File: config.mk
export PLATFORM = sky130hd
export DESIGN_NAME = keypad_scanner
export DESIGN_NICKNAME = d
export VERILOG_FILES = /design/src/rtl/keypad_scanner_pkg.sv /design/src/rtl/keypad_scanner_prescaler.sv /design/src/rtl/keypad_scanner.sv
export SDC_FILE = /design/constraint.sdc
export NUM_CORES = 1
export LEC_CHECK = 0
export CORE_MARGIN = 5
export CORE_UTILIZATION = 38
export DETAILED_ROUTE_END_ITERATION = 8
export GPL_TIMING_DRIVEN = 0
export SYNTH_ARGS = -nofsm -noshare
export SYNTH_HDL_FRONTEND = slang
export SYNTH_SLANG_ARGS = --single-unit
File: constraint.sdc
create_clock -name clk -period 4.05 [get_ports clk]
set_clock_uncertainty 0.1 [all_clocks]
set_input_delay 0.405 -clock clk [delete_from_list [all_inputs] [get_ports clk]]
set_output_delay 0.405 -clock clk [all_outputs]
set_load 0.02 [all_outputs]
File: src/rtl/keypad_scanner_pkg.sv
// Shared definitions for the 4x4 keypad scanner: FSM state encoding,
// row-sample helpers and the (column, row) -> hex key map.
// Pure combinational helpers; no latency, no flow control.
package keypad_scanner_pkg;

  localparam int unsigned KP_ROWS = 4;
  localparam int unsigned KP_COLS = 4;
  localparam int unsigned CNT_W   = 8;

  typedef enum logic [1:0] {
    SCAN     = 2'd0,
    DEBOUNCE = 2'd1,
    PRESSED  = 2'd2,
    RELEASE  = 2'd3
  } state_e;

  // True when exactly one of the active-low row lines is asserted.
  function automatic logic single_low(input logic [3:0] rs);
    return (rs == 4'b1110) || (rs == 4'b1101) ||
           (rs == 4'b1011) || (rs == 4'b0111);
  endfunction

  // Index of the asserted row; only meaningful when single_low() is true.
  function automatic logic [1:0] low_row(input logic [3:0] rs);
    logic [1:0] idx;
    idx = 2'd0;
    if (!rs[1]) idx = 2'd1;
    if (!rs[2]) idx = 2'd2;
    if (!rs[3]) idx = 2'd3;
    return idx;
  endfunction

  // Physical key legend: column 0 is leftmost, row 0 is the top.
  function automatic logic [3:0] key_map(input logic [1:0] c, input logic [1:0] r);
    logic [3:0] k;
    case ({c, r})
      4'b00_00: k = 4'h1;
      4'b00_01: k = 4'h4;
      4'b00_10: k = 4'h7;
      4'b00_11: k = 4'h0;
      4'b01_00: k = 4'h2;
      4'b01_01: k = 4'h5;
      4'b01_10: k = 4'h8;
      4'b01_11: k = 4'hF;
      4'b10_00: k = 4'h3;
      4'b10_01: k = 4'h6;
      4'b10_10: k = 4'h9;
      4'b10_11: k = 4'hE;
      4'b11_00: k = 4'hA;
      4'b11_01: k = 4'hB;
      4'b11_10: k = 4'hC;
      default:  k = 4'hD;
    endcase
    return k;
  endfunction

endpackage

File: src/rtl/keypad_scanner_prescaler.sv
// Scan-rate tick generator: free-running counter 0..DIV-1, tick while at DIV-1.
// Latency: tick is a decode of the counter register, one clk wide every DIV clks.
// Backpressure: none; the tick is unconditional.
// Ports: clk (rising edge), clr (async active-high reset), tick (1-clk strobe).
module scan_prescaler #(
  parameter int unsigned DIV = 100000
) (
  input  logic clk,
  input  logic clr,
  output logic tick
);

  localparam int unsigned W = (DIV > 2) ? $clog2(DIV) : 1;
  localparam logic [W-1:0] LAST = W'(DIV - 1);

  logic [W-1:0] count_q;
  logic [W-1:0] count_d;

  always_comb begin
    count_d = (count_q == LAST) ? '0 : count_q + 1'b1;
  end

  always_ff @(posedge clk or posedge clr) begin
    if (clr) count_q <= '0;
    else     count_q <= count_d;
  end

  assign tick = (count_q == LAST);

endmodule

File: src/rtl/keypad_scanner.sv
// 4x4 matrix keypad scanner with per-key debounce, single-key (no rollover) capture.
// Latency: 2-clk row synchronizer, DEBOUNCE_TICKS stable ticks, key_valid 1 clk after accept.
// Backpressure: none; key_valid is a 1-clk pulse and key holds until the next press.
// Ports: clk, clr (async active-high), row[3:0] keypad rows (active-low, async),
//        col[3:0] one-hot-low column drive, key[3:0] hex code, key_valid pulse, key_held level.
module keypad_scanner
  import keypad_scanner_pkg::*;
#(
  parameter int unsigned SCAN_DIV       = 100000,
  parameter int unsigned DEBOUNCE_TICKS = 20
) (
  input  logic       clk,
  input  logic       clr,
  input  logic [3:0] row,
  output logic [3:0] col,
  output logic [3:0] key,
  output logic       key_valid,
  output logic       key_held
);

  localparam logic [CNT_W-1:0] DB_TARGET = CNT_W'(DEBOUNCE_TICKS);

  logic             tick;
  logic [3:0]       rs_meta_q;
  logic [3:0]       rs_q;

  state_e           state_q, state_d;
  logic [CNT_W-1:0] cnt_q,   cnt_d;
  logic [1:0]       col_q,   col_d;
  logic [1:0]       row_q,   row_d;
  logic [3:0]       key_q,   key_d;
  logic             valid_q, valid_d;
  logic             held_q,  held_d;

  logic [CNT_W-1:0] cnt_inc;
  logic             sample_single;
  logic [1:0]       sample_row;

  scan_prescaler #(.DIV(SCAN_DIV)) u_prescaler (
    .clk  (clk),
    .clr  (clr),
    .tick (tick)
  );

  // Row lines are asynchronous to clk; only rs_q is used downstream.
  always_ff @(posedge clk or posedge clr) begin
    if (clr) begin
      rs_meta_q <= 4'b1111;
      rs_q      <= 4'b1111;
    end else begin
      rs_meta_q <= row;
      rs_q      <= rs_meta_q;
    end
  end

  assign sample_single = single_low(rs_q);
  assign sample_row    = low_row(rs_q);
  // Saturating so a huge DEBOUNCE_TICKS can never wrap past the target.
  assign cnt_inc       = (cnt_q == {CNT_W{1'b1}}) ? cnt_q : cnt_q + 1'b1;

  // State and datapath registers.
  always_ff @(posedge clk or posedge clr) begin
    if (clr) begin
      state_q <= SCAN;
      cnt_q   <= '0;
      col_q   <= 2'd0;
      row_q   <= 2'd0;
      key_q   <= 4'h0;
      valid_q <= 1'b0;
      held_q  <= 1'b0;
    end else begin
      state_q <= state_d;
      cnt_q   <= cnt_d;
      col_q   <= col_d;
      row_q   <= row_d;
      key_q   <= key_d;
      valid_q <= valid_d;
      held_q  <= held_d;
    end
  end

  // Next-state logic; everything except the key_valid pulse only moves on tick.
  always_comb begin
    state_d = state_q;
    cnt_d   = cnt_q;
    col_d   = col_q;
    row_d   = row_q;
    key_d   = key_q;
    valid_d = 1'b0;
    held_d  = held_q;

    if (tick) begin
      case (state_q)
        SCAN: begin
          if (sample_single) begin
            row_d   = sample_row;
            cnt_d   = '0;
            state_d = DEBOUNCE;
          end else begin
            col_d = col_q + 2'd1;
          end
        end

        DEBOUNCE: begin
          if (sample_single && (sample_row == row_q)) begin
            cnt_d = cnt_inc;
            if (cnt_inc == DB_TARGET) begin
              state_d = PRESSED;
              key_d   = key_map(col_q, row_q);
              valid_d = 1'b1;
              held_d  = 1'b1;
            end
          end else begin
            state_d = SCAN;
            col_d   = col_q + 2'd1;
          end
        end

        // Only the latched row matters here; other rows are ignored.
        PRESSED: begin
          if (rs_q[row_q]) begin
            state_d = RELEASE;
            cnt_d   = '0;
          end
        end

        RELEASE: begin
          if (rs_q[row_q]) begin
            cnt_d = cnt_inc;
            if (cnt_inc == DB_TARGET) begin
              held_d  = 1'b0;
              state_d = SCAN;
              col_d   = col_q + 2'd1;
            end
          end else begin
            // Release bounce: back to PRESSED without a second key_valid.
            state_d = PRESSED;
          end
        end

        default: state_d = SCAN;
      endcase
    end
  end

  // Outputs decode directly from registers.
  always_comb begin
    col       = ~(4'b0001 << col_q);
    key       = key_q;
    key_valid = valid_q;
    key_held  = held_q;
  end

endmodule

* Word-level counts from Yosys, hierarchy flattened
Memories as Yosys holds them, arrays and structs flattened. A register that Yosys moved wholly into a read port is not among the register bits. Index checks and enable logic that the tools add are counted.
Operators by class: mux-type cells 33, magnitude comparators 1, shift-type cells 1, $add $sub $neg 3, reduce and logical (&&, ||, !) cells 13, bitwise operators 1, eq/ne operators 21
Operators by type and width (number):
- 8-bit two-way mux | 5
- 8-bit one-hot mux with 4 select lines | 1
- 2-bit two-way mux | 12
- 17-bit by 1-bit adder with 17-bit output, second input constant | 1
- 17-bit == test, second input constant | 1
- 17-bit two-way mux | 1
- 2-bit != test, second input constant | 8
- 4-bit == test, second input constant | 3
- 6-bit AND reduction | 2
- 1-bit two-way mux | 10
- 5-bit AND reduction | 2
- 8-bit by 1-bit adder with 8-bit output, second input constant | 1
- 8-bit by 5-bit == test with 1-bit output, second input constant | 1
- 8-bit == test, second input constant | 1
- 2-bit one-hot mux with 4 select lines | 1
- 3-bit != test, second input constant | 2
- 2-bit one-hot mux with 3 select lines | 1
- 2-bit == test, second input constant | 2
- 4-bit by 3-bit == test with 1-bit output, second input constant | 1
- 4-bit NOT | 1
- 4-bit AND reduction | 1
- 1-bit by 2-bit left shift with 4-bit output, first input constant | 1
- 1-bit logical OR | 3
- 2-bit by 3-bit < comparator with 1-bit output, second input constant | 1
- 10 further kinds | 10
Word-level totals: bits in read-only memories 64, register bits 41, memories 1, output and inout bits 10, bits of input ports 6, word-level logic and storage cells 83
Memory list:
- (name not given) | depth 16, bits a word 4, rd ports 1, clocked after Yosys merged registers in 1, write ports 0, RTL line keypad_scanner_pkg.sv:36 | case ({c, r})

* Longest topological paths before layout
word-level depth 8, mapped depth 9, depth with buffers taken out 7

* Hierarchy
A second synthesis with hierarchy kept.
Second synthesis, totals: cells, all modules 253, area total of the unflattened synthesis 2585.0 µm²
Modules (own cells, without submodules):
- keypad_scanner | area each 1759.2 µm², sequential area each 710.7 µm², cells an instance 178, times used 1
- scan_prescaler | area each 825.8 µm², sequential area each 425.4 µm², cells an instance 75, times used 1

* Worst setup path after synthesis
Ideal clock, no wire load.
path kind reg2reg, start point register u_prescaler.count_q[13], end point register state_q[1], arrival time 2522 ps, library setup time 128 ps, data required time 3822 ps, slack 1300 ps, clock period less this slack 2750 ps, cell stages (with the launch flop) 7, buffers on the path 0, path through dfrtp_1 > or4_1 > or4_1 > or3_4 > a221o_1 > a21oi_2 > mux2_1
Between the ends: word-level cells in the longest chain between the ends 2
Ends and longest elaborated chain:
- from (decl) | RTL line keypad_scanner_prescaler.sv:16 | logic [W-1:0] count_q;
- from (signal assigned) | RTL line keypad_scanner_prescaler.sv:25 | else count_q <= count_d;
- 17-bit == test | RTL line keypad_scanner_prescaler.sv:28 | assign tick = (count_q == LAST);
- 5-bit AND reduction (no line)
- to (signal assigned) | RTL line keypad_scanner.sv:72 | state_q <= state_d;
- to (decl) | RTL line keypad_scanner.sv:27 | state_e state_q, state_d;
Every way passes these cells. A chain may end at the register's enable or synchronous reset.

* Worst setup path in the final report
start point register row_q[1], end point register cnt_q[3]
Between the ends: word-level cells in the longest chain between the ends 4, elaborated cells on any way between the ends 8, those cells by class 4 x eq/ne; 2 x mux; 2 x reduce/logical
Ends and longest elaborated chain:
- from (decl) | RTL line keypad_scanner.sv:30 | logic [1:0] row_q, row_d;
- from (signal assigned) | RTL line keypad_scanner.sv:75 | row_q <= row_d;
- 1-bit binary-select mux with 2-bit select or 2-bit == test (tied branches) | RTL line keypad_scanner.sv:121, keypad_scanner.sv:128, keypad_scanner.sv:105
- 1-bit two-way mux (not written as such) or 1-bit logical AND (tied branches) | RTL line keypad_scanner.sv:121, keypad_scanner.sv:128, keypad_scanner.sv:105
- 2-bit != test (no line)
- 5-bit AND reduction (no line) (*)
- to (signal assigned) | RTL line keypad_scanner.sv:73 | cnt_q <= cnt_d;
- to (decl) | RTL line keypad_scanner.sv:28 | logic [CNT_W-1:0] cnt_q, cnt_d;
Every way passes the cells marked *; elsewhere a longest branch is shown, timed or not. The select of a mux whose other input is x is not followed.

==> run metrics <==
Post-CTS Setup Bufs 0; Worst Setup Start Kind flip-flop; power consumption 0.000786 W; iteration-0 DRC count of the detailed router 82; cell area after synthesis 0.00252 sq mm; crit path kind flip-flop to flip-flop; final max-slew violation count 0; via count 1833; IO buf count 15; global-route wire length before repair 7.92 mm; pre-CTS worst setup slack 1.06 ns; global route total overflow 0; max frequency 332 MHz; data arrival time of the critical path 3.14 ns; number of distinct library cells after synthesis 51; sequential element share of the synthesized area 45.0%; clock network latency to the later pin of the worst-skew pair 0.30 ns; H-tree levels 2; Num CTS Buffers 5; Die X 91.5 um; clock input transition at the sequential cells of the worst setup and hold paths 0.09 ns; TritonCTS clock tree done; number of flops mapped to enable cells by yosys 0; power per cell area 272 mW/mm^2; Hold Path Class input port to async pin; final critical delay including setup and external delays 3.02 ns; transition time at the pin with the least slew margin 0.833 ns; all-layer global routing usage 11.4%; area growth from synthesis to layout 14.5%; Final Wtd Congestion 0.802; effective utilization at floorplan 39.3%; syn_nets 270; per-cell routed wire length 12.8 um; diodes inserted 0; number of global-route vias before repair 1714; final-report setup violation count 0; share of layout cells above drive strength 1 13.5%; largest fanout of any net on the critical path 10; clock sinks 45; placeable core area 0.00642 sq mm; post-layout net count 293; DRT Wirelength 4.51 mm; number of warnings reported in the yosys synthesis log 0; unrepaired setup endpoints after global routing false; largest net degree at the start of global routing 33; number of placed instances, taps included 344; part of the cycle the worst path needs 74.5%; Chip Height 91.5 um; number of hold buffers added after CTS 0; Antenna Nets Post-Route 0; Initial DRT Pass Iterations 4; detailed-route DRC error count 0; register-to-register path setup slack 1.03 ns; Synth Instances 251; required time worst endpoint 4.17 ns; MaxCap Viol Count 0; ys flop type sky130_fd_sc_hd__dfrtp_1; die area 0.00838 sq mm; root cell of the clock tree sky130_fd_sc_hd__clkbuf_8; Hold Vio Cnt, Final 0; via/cell ratio 5.21; worst vdd ir 0.217 mV; endpoint type of the worst setup path flip-flop; post-route setup slack 1.03 ns; Detail Placement HPWL 3.30 mm; number of rows in the core area 29; Setup TNS 0 ns; run status finished clean; leakage power 1.25 nW; Post-synth ARST share 100%; final cell count without fillers 352; Slew HR 43.7%; Ports 16; Synth Register Bits 45; number of antenna violations at the first check in global routing 0; clock tree buffer depth 2; Resized cells post-CTS 0; Post-Synthesis Mean Instance Area 10.1 sq um
## worst max-delay path: stages, from the launching register on
cell                        delay [ns]
sky130_fd_sc_hd__dfrtp_1          0.41
sky130_fd_sc_hd__clkbuf_1         0.22
sky130_fd_sc_hd__or3b_1           0.41
sky130_fd_sc_hd__a2111oi_0        0.57
sky130_fd_sc_hd__nor4b_1          0.23
sky130_fd_sc_hd__a2111oi_4        0.57
sky130_fd_sc_hd__buf_6            0.22
sky130_fd_sc_hd__nand2_2          0.06
sky130_fd_sc_hd__a22oi_2          0.16
## placed cells by master, fill, tap and decap left out, types with 3 or more instances in the layout
cell type / count
sky130_fd_sc_hd__xor2_1: 9
sky130_fd_sc_hd__nand3b_1: 3
sky130_fd_sc_hd__dfstp_2: 8
sky130_fd_sc_hd__o31ai_1: 3
sky130_fd_sc_hd__nor4_1: 3
sky130_fd_sc_hd__nor3_1: 6
sky130_fd_sc_hd__xnor2_1: 10
sky130_fd_sc_hd__clkbuf_1: 6
sky130_fd_sc_hd__a21oi_1: 10
sky130_fd_sc_hd__dfrtp_1: 37
sky130_fd_sc_hd__mux2_1: 5
sky130_fd_sc_hd__o21ai_0: 10
sky130_fd_sc_hd__clkbuf_8: 6
sky130_fd_sc_hd__mux2i_1: 3
sky130_fd_sc_hd__nand2_1: 20
sky130_fd_sc_hd__buf_2: 3
sky130_fd_sc_hd__inv_1: 18
sky130_fd_sc_hd__a31oi_1: 5
sky130_fd_sc_hd__nand4_1: 3
sky130_fd_sc_hd__and3_1: 6
sky130_fd_sc_hd__mux2_2: 3
sky130_fd_sc_hd__nand3_1: 7
sky130_fd_sc_hd__ha_1: 13
sky130_fd_sc_hd__or3_1: 3
sky130_fd_sc_hd__nor2_1: 22
sky130_fd_sc_hd__clkdlybuf4s50_1: 15
## per-stage QoR
stage / area (sq um) / util (%) / hold slack [ns]
floorplan: 2520 / - / 0.245
CTS: 2890 / 45.0 / 0.258
global placement: 2770 / 43.2 / 0.246
global route: 2890 / 45.0 / 0.265
detailed placement: 2790 / 43.5 / 0.247
finish: 2890 / 45.0 / 0.258
## state kept, by name (all words and copies together) (netlist names)
| name | count |
|---|---|
| state_q | 2 |
| u_prescaler.count_q | 17 |
| key_valid | 1 |
| col_q | 2 |
| key_held | 1 |
| cnt_q | 8 |
| rs_q | 4 |
| row_q | 2 |
| key | 4 |
| rs_meta_q | 4 |
## cell families (layout without fill, tap and decap cells)
kind of cell	count (synthesis)	count (layout)	synth area share, %
muxes	13	13	6.54
DFF	45	45	45.0
AOI/OAI and AO/OA	44	44	12.6
adders and majority gates	13	13	6.44
buffers and inverters	29	53	4.76
and+or+nand+nor	88	88	18.0
xor gates and xnor gates	19	19	6.59
## power by group
group | total (W) | internal, W | switching, W
Sequential | 0.000460 | 0.000456 | 0.00000369
Combinational | 0.0000247 | 0.0000103 | 0.0000144
Clock | 0.000301 | 0.000142 | 0.000159
## cells in the mapped netlist, drive strengths merged, types with 4 or more instances
cell | number | area share, %
or3 | 5 | 1.6
nand2 | 21 | 3.2
nand3 | 7 | 1.4
dfstp | 8 | 8.3
xnor2 | 10 | 3.5
dfrtp | 37 | 37
a21oi | 12 | 2.7
inv | 19 | 2.8
and3 | 6 | 1.5
mux2 | 8 | 3.6
a31oi | 5 | 1.2
ha | 13 | 6.4
buf | 4 | 1.0
nor2 | 22 | 3.3
nor3 | 6 | 1.2
xor2 | 9 | 3.1
o21ai | 10 | 2.0
clkbuf | 6 | 0.89
## worst paths after layout
| kind | startpoint | endpoint | cells past startpoint |
|---|---|---|---|
| max reg2reg | row_q[1] | cnt_q[3] | 8 |
| max in group asynchronous | clr | rs_q[1] | 3 |
| max | row_q[1] | cnt_q[3] | 8 |
| min reg2reg | rs_meta_q[2] | rs_q[2] | 0 |
| min in group clk | rs_meta_q[2] | rs_q[2] | 0 |
| min | clr | u_prescaler.count_q[10] | 2 |
## routing by layer
metal  vias up  part of all wire, %  routed length (um)  global-route usage, %
met1       876                   50                2260                   15.6
li1        925                    -                   -                      -
met3         2                  4.3                 196                   2.23
met2        30                   45                2030                   18.1
met4         0                 0.80                  36                   3.77
met5         -                    0                   0                      0
## area by class of cell
| class | instances | area (sq um) |
|---|---|---|
| inverter | 19 | 71.3 |
| clock inverter | 2 | 17.5 |
| tap | 77 | 96.3 |
| clock buffer | 6 | 82.6 |
| fill | 615 | 3530 |
| timing repair buffer | 16 | 170 |
| buffer | 10 | 48.8 |
| sequential | 45 | 1140 |
| multi-input combinational | 177 | 1270 |
Note: power is estimated with default switching activity, not from simulation.
